## src/rtl/ctrl_contador_3b_pkg.sv

```systemverilog
// ctrl3_pkg: shared encodings for the ctrl_contador_3b step controller.
//   - FSM state encoding (IDLE / ISSUE / ACK)
//   - step direction and requester id constants
//   - step_out_of_range(): saturation check used before issuing a step
package ctrl3_pkg;

  typedef enum logic [1:0] {
    IDLE  = 2'b00,
    ISSUE = 2'b01,
    ACK   = 2'b10
  } ctrl3_state_e;

  localparam logic DIR_UP = 1'b1;
  localparam logic DIR_DN = 1'b0;

  localparam logic ID_M = 1'b0;
  localparam logic ID_A = 1'b1;

  // True when a step in direction dir starting from q would leave [minv, maxv].
  function automatic logic step_out_of_range(input logic       dir,
                                             input logic [2:0] q,
                                             input logic [2:0] maxv,
                                             input logic [2:0] minv);
    if (dir == DIR_UP) return (q >= maxv);
    else               return (q <= minv);
  endfunction

endpackage

```

## src/rtl/ctrl_contador_3b_rr_arb2.sv

```systemverilog
// rr_arb2: two-input round-robin arbiter.
// Ports:
//   clk3, reset3  clock, asynchronous active-high reset
//   req[1:0]      request vector, bit index = requester id (ID_M / ID_A)
//   gnt_en        commit the current grant (advances the pointer)
//   gnt_vld       some request is pending (combinational)
//   gnt_id        id of the winner (combinational)
// The pointer holds the id granted last; out of reset it reads "auto last"
// so the manual channel wins the first tie.
module rr_arb2
  import ctrl3_pkg::*;
(
  input  logic       clk3,
  input  logic       reset3,
  input  logic [1:0] req,
  input  logic       gnt_en,
  output logic       gnt_vld,
  output logic       gnt_id
);

  logic last_q;

  always_comb begin
    gnt_vld = |req;
    gnt_id  = ID_M;
    if (req == 2'b11)
      gnt_id = (last_q == ID_M) ? ID_A : ID_M;
    else if (req[ID_A])
      gnt_id = ID_A;
  end

  always_ff @(posedge clk3 or posedge reset3) begin
    if (reset3)
      last_q <= ID_A;
    else if (gnt_en && gnt_vld)
      last_q <= gnt_id;
  end

endmodule

```

## src/rtl/ctrl_contador_3b.sv

```systemverilog
// ctrl_contador_3b: arbitrating step controller for the 3-bit up/down counter.
// Two requesters (manual, auto) each ask for one up/down step; grants are
// round-robin, each accepted step pulses en3 with up3 or down3 for one cycle,
// and every request is acknowledged (with err when the step was refused).
// Ports:
//   clk3, reset3       clock, asynchronous active-high reset
//   req_m, dir_m       manual request level and direction (1 = up)
//   req_a, dir_a       auto request level and direction (1 = up)
//   q3[2:0]            counter value fed back from the counter
//   en3, up3, down3    registered counter command, one-cycle pulse per step
//   ack_m, ack_a       one-cycle completion pulse per requester
//   err                pulses with the ack of a refused step
//   busy               high in every state except IDLE
// Macro CTRL3_WRAP_EN: when defined the range check is removed, every step is
// issued and the counter wraps; err never asserts.
//
// state | meaning
// ------+--------------------------------------------------------------
// IDLE  | waiting; arbitrates pending requests and range-checks the winner
// ISSUE | en3 with up3/down3 asserted for the latched step
// ACK   | winner's ack pulsed (with err if the step was refused)
module ctrl_contador_3b
  import ctrl3_pkg::*;
#(
  parameter logic [2:0] MAXV = 3'd7,
  parameter logic [2:0] MINV = 3'd0
) (
  input  logic       clk3,
  input  logic       reset3,
  input  logic       req_m,
  input  logic       dir_m,
  input  logic       req_a,
  input  logic       dir_a,
  input  logic [2:0] q3,
  output logic       en3,
  output logic       up3,
  output logic       down3,
  output logic       ack_m,
  output logic       ack_a,
  output logic       err,
  output logic       busy
);

  ctrl3_state_e state_q, state_nx;
  logic         id_q, id_nx;
  logic         dir_q, dir_nx;
  logic         refuse_q, refuse_nx;

  logic gnt_en, gnt_vld, gnt_id;
  logic dir_cand, refuse_cand;

  logic en3_nx, up3_nx, down3_nx, ack_m_nx, ack_a_nx, err_nx, busy_nx;

  rr_arb2 u_arb (
    .clk3    (clk3),
    .reset3  (reset3),
    .req     ({req_a, req_m}),
    .gnt_en  (gnt_en),
    .gnt_vld (gnt_vld),
    .gnt_id  (gnt_id)
  );

  assign dir_cand = (gnt_id == ID_A) ? dir_a : dir_m;

`ifdef CTRL3_WRAP_EN
  assign refuse_cand = 1'b0;
`else
  assign refuse_cand = step_out_of_range(dir_cand, q3, MAXV, MINV);
`endif

  always_comb begin
    state_nx  = state_q;
    id_nx     = id_q;
    dir_nx    = dir_q;
    refuse_nx = refuse_q;
    gnt_en    = 1'b0;

    unique case (state_q)
      IDLE: begin
        if (gnt_vld) begin
          gnt_en    = 1'b1;
          id_nx     = gnt_id;
          dir_nx    = dir_cand;
          refuse_nx = refuse_cand;
          state_nx  = refuse_cand ? ACK : ISSUE;
        end
      end
      ISSUE:   state_nx = ACK;
      ACK:     state_nx = IDLE;
      default: state_nx = IDLE;
    endcase

    // Outputs are computed from the next state so they register alongside it.
    en3_nx   = (state_nx == ISSUE);
    up3_nx   = en3_nx && (dir_nx == DIR_UP);
    down3_nx = en3_nx && (dir_nx == DIR_DN);
    ack_m_nx = (state_nx == ACK) && (id_nx == ID_M);
    ack_a_nx = (state_nx == ACK) && (id_nx == ID_A);
    err_nx   = (state_nx == ACK) && refuse_nx;
    busy_nx  = (state_nx != IDLE);
  end

  always_ff @(posedge clk3 or posedge reset3) begin
    if (reset3) begin
      state_q  <= IDLE;
      id_q     <= ID_M;
      dir_q    <= DIR_DN;
      refuse_q <= 1'b0;
      en3      <= 1'b0;
      up3      <= 1'b0;
      down3    <= 1'b0;
      ack_m    <= 1'b0;
      ack_a    <= 1'b0;
      err      <= 1'b0;
      busy     <= 1'b0;
    end else begin
      state_q  <= state_nx;
      id_q     <= id_nx;
      dir_q    <= dir_nx;
      refuse_q <= refuse_nx;
      en3      <= en3_nx;
      up3      <= up3_nx;
      down3    <= down3_nx;
      ack_m    <= ack_m_nx;
      ack_a    <= ack_a_nx;
      err      <= err_nx;
      busy     <= busy_nx;
    end
  end

endmodule

```

## config.mk

```make
export PLATFORM = sky130hd
export DESIGN_NAME = ctrl_contador_3b
export DESIGN_NICKNAME = d
export VERILOG_FILES = /design/src/rtl/ctrl_contador_3b_pkg.sv /design/src/rtl/ctrl_contador_3b_rr_arb2.sv /design/src/rtl/ctrl_contador_3b.sv
export SDC_FILE = /design/constraint.sdc
export NUM_CORES = 1
export LEC_CHECK = 0
export CAP_MARGIN = 10
export CELL_PAD_IN_SITES_DETAIL_PLACEMENT = 1
export CELL_PAD_IN_SITES_GLOBAL_PLACEMENT = 1
export CORE_MARGIN = 2
export CORE_UTILIZATION = 30
export CTS_BUF_LIST = sky130_fd_sc_hd__clkbuf_8 sky130_fd_sc_hd__clkbuf_16
export CTS_CLUSTER_SIZE = 14
export DETAILED_ROUTE_END_ITERATION = 12
export GPL_TIMING_DRIVEN = 0
export PLACE_DENSITY = 0.81
export SYNTH_ARGS = -nofsm -noshare
export SYNTH_HDL_FRONTEND = slang
export SYNTH_HIERARCHICAL = 1
export SYNTH_SLANG_ARGS = --single-unit
```

## constraint.sdc

```tcl
create_clock -name clk3 -period 1.6 [get_ports clk3]
set_input_delay 0.32 -clock clk3 [delete_from_list [all_inputs] [get_ports clk3]]
set_output_delay 0.32 -clock clk3 [all_outputs]
set_load 0.005 [all_outputs]
```

### Word level (Yosys, flattened, before mapping)

Cells that the tools add are included.

* $add $sub $neg: 0
* multiply operators: 0
* divide/modulo/power cells: 0
* order comparisons: 2
* equality and inequality tests: 4
* shifts and indexed selects: 0
* mux-type cells: 16
* bitwise operators: 2
* reductions and logical operators: 9

Operator list (number)
* $mux 1: 13
* $logic_and 1x1->1: 6
* $eq 2x1->1 const B: 2
* $eq 2x2->1 const B: 2
* $mux 2: 2
* $pmux 2 s2: 1
* $ge 3x3->1 const B: 1
* $le 3x1->1 const B: 1
* $logic_not 2->1: 1
* $not 1->1: 2
* $reduce_bool 2->1: 1
* $reduce_or 2->1: 1

* register bits: 13
* bits in latches: 0
* memory bits (writable): 0
* bits in read-only memories: 0
* input port bits: 9
* word-level logic and storage cells: 45
* memories kept: 0

### Logic depth before layout (Yosys ltp)

* depth after elaboration: 9
* gate-level depth with buffers: 6
* mapped depth without buffers: 5

### Hierarchy

The synthesis kept the hierarchy.

By module, submodules not included
* ctrl_contador_3b: instances 1, cells each 47, area an instance 498.0 um^2, sequential area each 275.3 um^2
* rr_arb2: instances 1, cells each 6, area an instance 55.1 um^2, sequential area each 26.3 um^2

### Worst setup path after synthesis

OpenSTA, ideal clock, no wires.

* path kind: reg2reg
* start: register u_arb.last_q
* end: register err
* arrival: 1.510 ns
* slack: -0.004 ns
* stages on the path, launching flop included: 5
* path buffers: 0
* clock period less this slack: 1.604 ns
* cell sequence: dfstp_2 a21boi_0 mux2_2 mux2i_1 a211oi_1

* word-level cells in the longest chain between the ends: 9
* elaborated cells on any way between the ends: 11
* those cells by class: eq/ne: 1; mux: 9; reduce/logical: 1

Ends and longest elaborated chain
* start, declared: line ctrl_contador_3b_rr_arb2.sv:21 `logic last_q;`
* start signal, assigned: line ctrl_contador_3b_rr_arb2.sv:36 `last_q <= gnt_id;`
* $mux 1 (*): line ctrl_contador_3b_rr_arb2.sv:27 `gnt_id = (last_q == ID_M) ? ID_A : ID_M;`
* $mux 1 (*): line ctrl_contador_3b_rr_arb2.sv:26 `if (req == 2'b11)`
* via gnt_id: line ctrl_contador_3b.sv:49 `logic gnt_en, gnt_vld, gnt_id;`
* $mux 1 (*): line ctrl_contador_3b.sv:63 `assign dir_cand = (gnt_id == ID_A) ? dir_a : dir_m;`
* $mux 1 (*): line ctrl_contador_3b_pkg.sv:24 `if (dir == DIR_UP) return (q >= maxv);`
* $mux 2: line ctrl_contador_3b.sv:85 `state_nx = refuse_cand ? ACK : ISSUE;`
* $mux 2: line ctrl_contador_3b.sv:80 `if (gnt_vld) begin`
* $pmux 2 s2: line ctrl_contador_3b.sv:78 `unique case (state_q)`
* $eq 2x2->1: line ctrl_contador_3b.sv:99 `err_nx = (state_nx == ACK) && refuse_nx;`
* $logic_and 1x1->1 (*): line ctrl_contador_3b.sv:99
* via err_nx: line ctrl_contador_3b.sv:52 `logic en3_nx, up3_nx, down3_nx, ack_m_nx, ack_a_nx, err_nx, busy_nx;`
* end signal, assigned: line ctrl_contador_3b.sv:126 `err <= err_nx;`
* end, declared: line ctrl_contador_3b.sv:40 `output logic err,`

Mark *: on every way through the listed nets, which the timed path passes. The rest lies on a longest branch.
A chain may end at the register's enable or synchronous reset.

### Final worst setup path

* start: input port req_m
* end: register u_arb.last_q

* word-level cells in the longest chain between the ends: 4
* elaborated cells on any way between the ends: 6
* those cells by class: eq/ne: 1; mux: 3; reduce/logical: 2

Ends and longest elaborated chain
* start, declared: line ctrl_contador_3b.sv:30 `input logic req_m,`
* $reduce_or 2->1: line ctrl_contador_3b_rr_arb2.sv:24 `gnt_vld = |req;`
* via gnt_vld: line ctrl_contador_3b.sv:49
* $mux 1: line ctrl_contador_3b.sv:80
* $mux 1: line ctrl_contador_3b.sv:78
* via gnt_en: line ctrl_contador_3b.sv:49
* $logic_and 1x1->1: line ctrl_contador_3b_rr_arb2.sv:35 `else if (gnt_en && gnt_vld)`

The timed path passes the listed nets, and every way through them passes these cells.

==> metrics.yaml <==
r2r-end: "err$_DFF_PP0_"
crit_fanout: 7
cts.sinks: 12
worstPathArrival_ns: 1.62
yosysSeqAreaShare: 0.545
num-nets-final: 82
drv_cap: 0
cts_buffer_depth: 2
synth-edff-count: 0
grt_max_degree: 12
period_minus_slack_ns: 1.46
worstPathCellList: "dlygate4sd2_1, or2_4, or3b_1, buf_6, inv_2, a21oi_1, a31oi_1"
hold_viol: 0
crit_family: "buffers and inverters"
cts_tree: "built"
critPathCaptureType: "register"
drt_iter0_drc: 4
synthArstFlopShare: 1.00
num_io_pins: 16
power.leakage_nw: 0.363
yosysWarnings: 6
ys.flop_type: "dfrtp_1"
numCtsBuffers: 3
critPathMaxStageDelay_ns: 0.36
cp.required_ns: 1.76
drv_slew: 0
finalSetupViolCount: 0
root_buffer: "clkbuf_8"
route.detailed.drc: 0
wirelength_mm: 1.22
drive_gt1_frac: 0.181
yosysUniqueCellTypes: 23
synthCells: 53
io_buffers: 15
max-vdd-ir-drop_uv: 599
cts_setup_buffers: 0
ys_seq_elements: 12
grt_pass1_wl_mm: 2.01
r2r_slack_ns: 0.16
fp.dieW_um: 46.9
dp_cells: 93
powerDensity_nw_per_um2: 1580
core_um2: 1730
start_util: 0.320
grt_pass1_vias: 497
syn2layout_area_growth_pct: 47.1
rsz0062_at_grt: "false"
htree_levels: 1
post-dp-hpwl_um: 918
period_share: 0.912
num_rows: 15
chipHeight_um: 46.9
dieArea_um2: 2200
slew_headroom: 0.733
vias: 464
worstRegToRegCells: 4
path_depth: 7
syn_area_per_cell_um2: 10.4
hold_path.class: "in2async"
layout.cells.non_filler: 97
synth_area_um2: 553
firstDrtPassIters: 3
start_kind: "input pin"
clk_transition_reported_paths_ns: 0.05
path_buf_inv: 3
worst_path_max_delay_cell: "or3b_1"
antenna_found_initial: 0
clock.fmax_ghz: 0.685
outcome: "complete, no violations"
mostFrequentLayoutCell: "clkdlybuf4s50_1"
skew_ns: 0.00294
overflow: 0
diodes: 0
drtAntennaViolNets: 0
synth_nets: 62
grt_util_all_layers: 0.134
rr_startpoint: "u_arb/last_q$_DFFE_PP1P_"
via_per_inst: 4.78
routedWlPerCell_um: 12.6
tightestPinTransition_ns: 0.398
layout_common_cells: "clkdlybuf4s50_1 (13), dfrtp_1 (11), nor2_1 (6), inv_1 (5)"
gp_congestion: 0.725
tns_ns: 0
worst-setup-path-type: "in2reg"
fin_hold_ws_ns: 0.394
clk_latency_ns: 0.24
## synthesized netlist by cell type (2+ instances only)
library cell,n,share of area
a21oi_1,4,0.036
a31oi_1,2,0.023
dfrtp_1,11,0.50
inv_1,5,0.034
mux2i_1,4,0.072
nand2_1,3,0.020
nand2b_1,2,0.023
nor2_1,6,0.041
o32ai_1,2,0.032
## worst register-to-register path, stage by stage, from the launching register on
cell,delay (ns)
dfstp_2,0.57
a21boi_4,0.08
mux2_4,0.33
mux2i_2,0.16
a211oi_2,0.21
## where the power goes
group	internal, mW	switching, mW	leakage, nW
clock	0.217	0.108	0.0288
combinational	0.247	0.200	0.183
sequential	0.435	0.0780	0.151
## sequential cells by signal, indices dropped and copies added (netlist names)
signal and count:
id_q 1, ack_m 1, state_q 2, busy 1, down3 1, en3 1, refuse_q 1, ack_a 1
err 1, u_arb/last_q 1, up3 1
## worst max-delay path by stage
stage	startpoint	endpoint	slack, ns
global placement	req_a	err$_DFF_PP0_	-0.50
detailed placement	req_a	err$_DFF_PP0_	-0.55
floorplan	u_arb/last_q$_DFFE_PP1P_	err$_DFF_PP0_	0.14
CTS	req_m	u_arb/last_q$_DFFE_PP1P_	0.13
finish	req_m	u_arb/last_q$_DFFE_PP1P_	0.14
global route	req_m	u_arb/last_q$_DFFE_PP1P_	0.03
## cell type report
| class | count | area, um2 |
|---|---|---|
| fillers | 201 | 913 |
| flip-flops and latches | 12 | 302 |
| multi-input cells | 34 | 244 |
| repair buffers | 15 | 148 |
| clock buffers | 4 | 55.1 |
| well taps | 25 | 31.3 |
| inverters | 6 | 22.5 |
| plain buffers | 1 | 11.3 |
## metal layers
layer	vias up	share of wire	GRT usage
met3	2	0.044	0.0385
met4	0	0.019	0.0667
li1	221	-	-
met5	-	0	0
met2	14	0.52	0.244
met1	227	0.41	0.140
## through the flow
stage / power, mW / utilization / cell area (um2) / setup slack (ns)
floorplan: 0.715 / - / 553 / 0.137
global placement: 0.905 / 0.425 / 734 / -0.503
detailed placement: 0.934 / 0.425 / 734 / -0.554
CTS: 1.30 / 0.471 / 813 / 0.134
global route: 1.37 / 0.471 / 813 / 0.0336
finish: 1.28 / 0.471 / 813 / 0.141
## cell families (layout without fill, tap and decap cells)
logic type / Yosys count / in the layout / synth area share
DFF: 12 / 12 / 0.545
AOI/OAI and AO/OA: 11 / 11 / 0.127
and+or+nand+nor: 18 / 18 / 0.174
buffers and inverters: 7 / 26 / 0.0611
muxes: 5 / 5 / 0.0928
## repair_timing
| item | CTS | global route |
|---|---|---|
| resized for setup | 8 | 0 |
| setup endpoints to repair | 10 | 0 |
| hold buffers | 0 | 0 |
No activity file was read; power rests on OpenSTA's default activity.
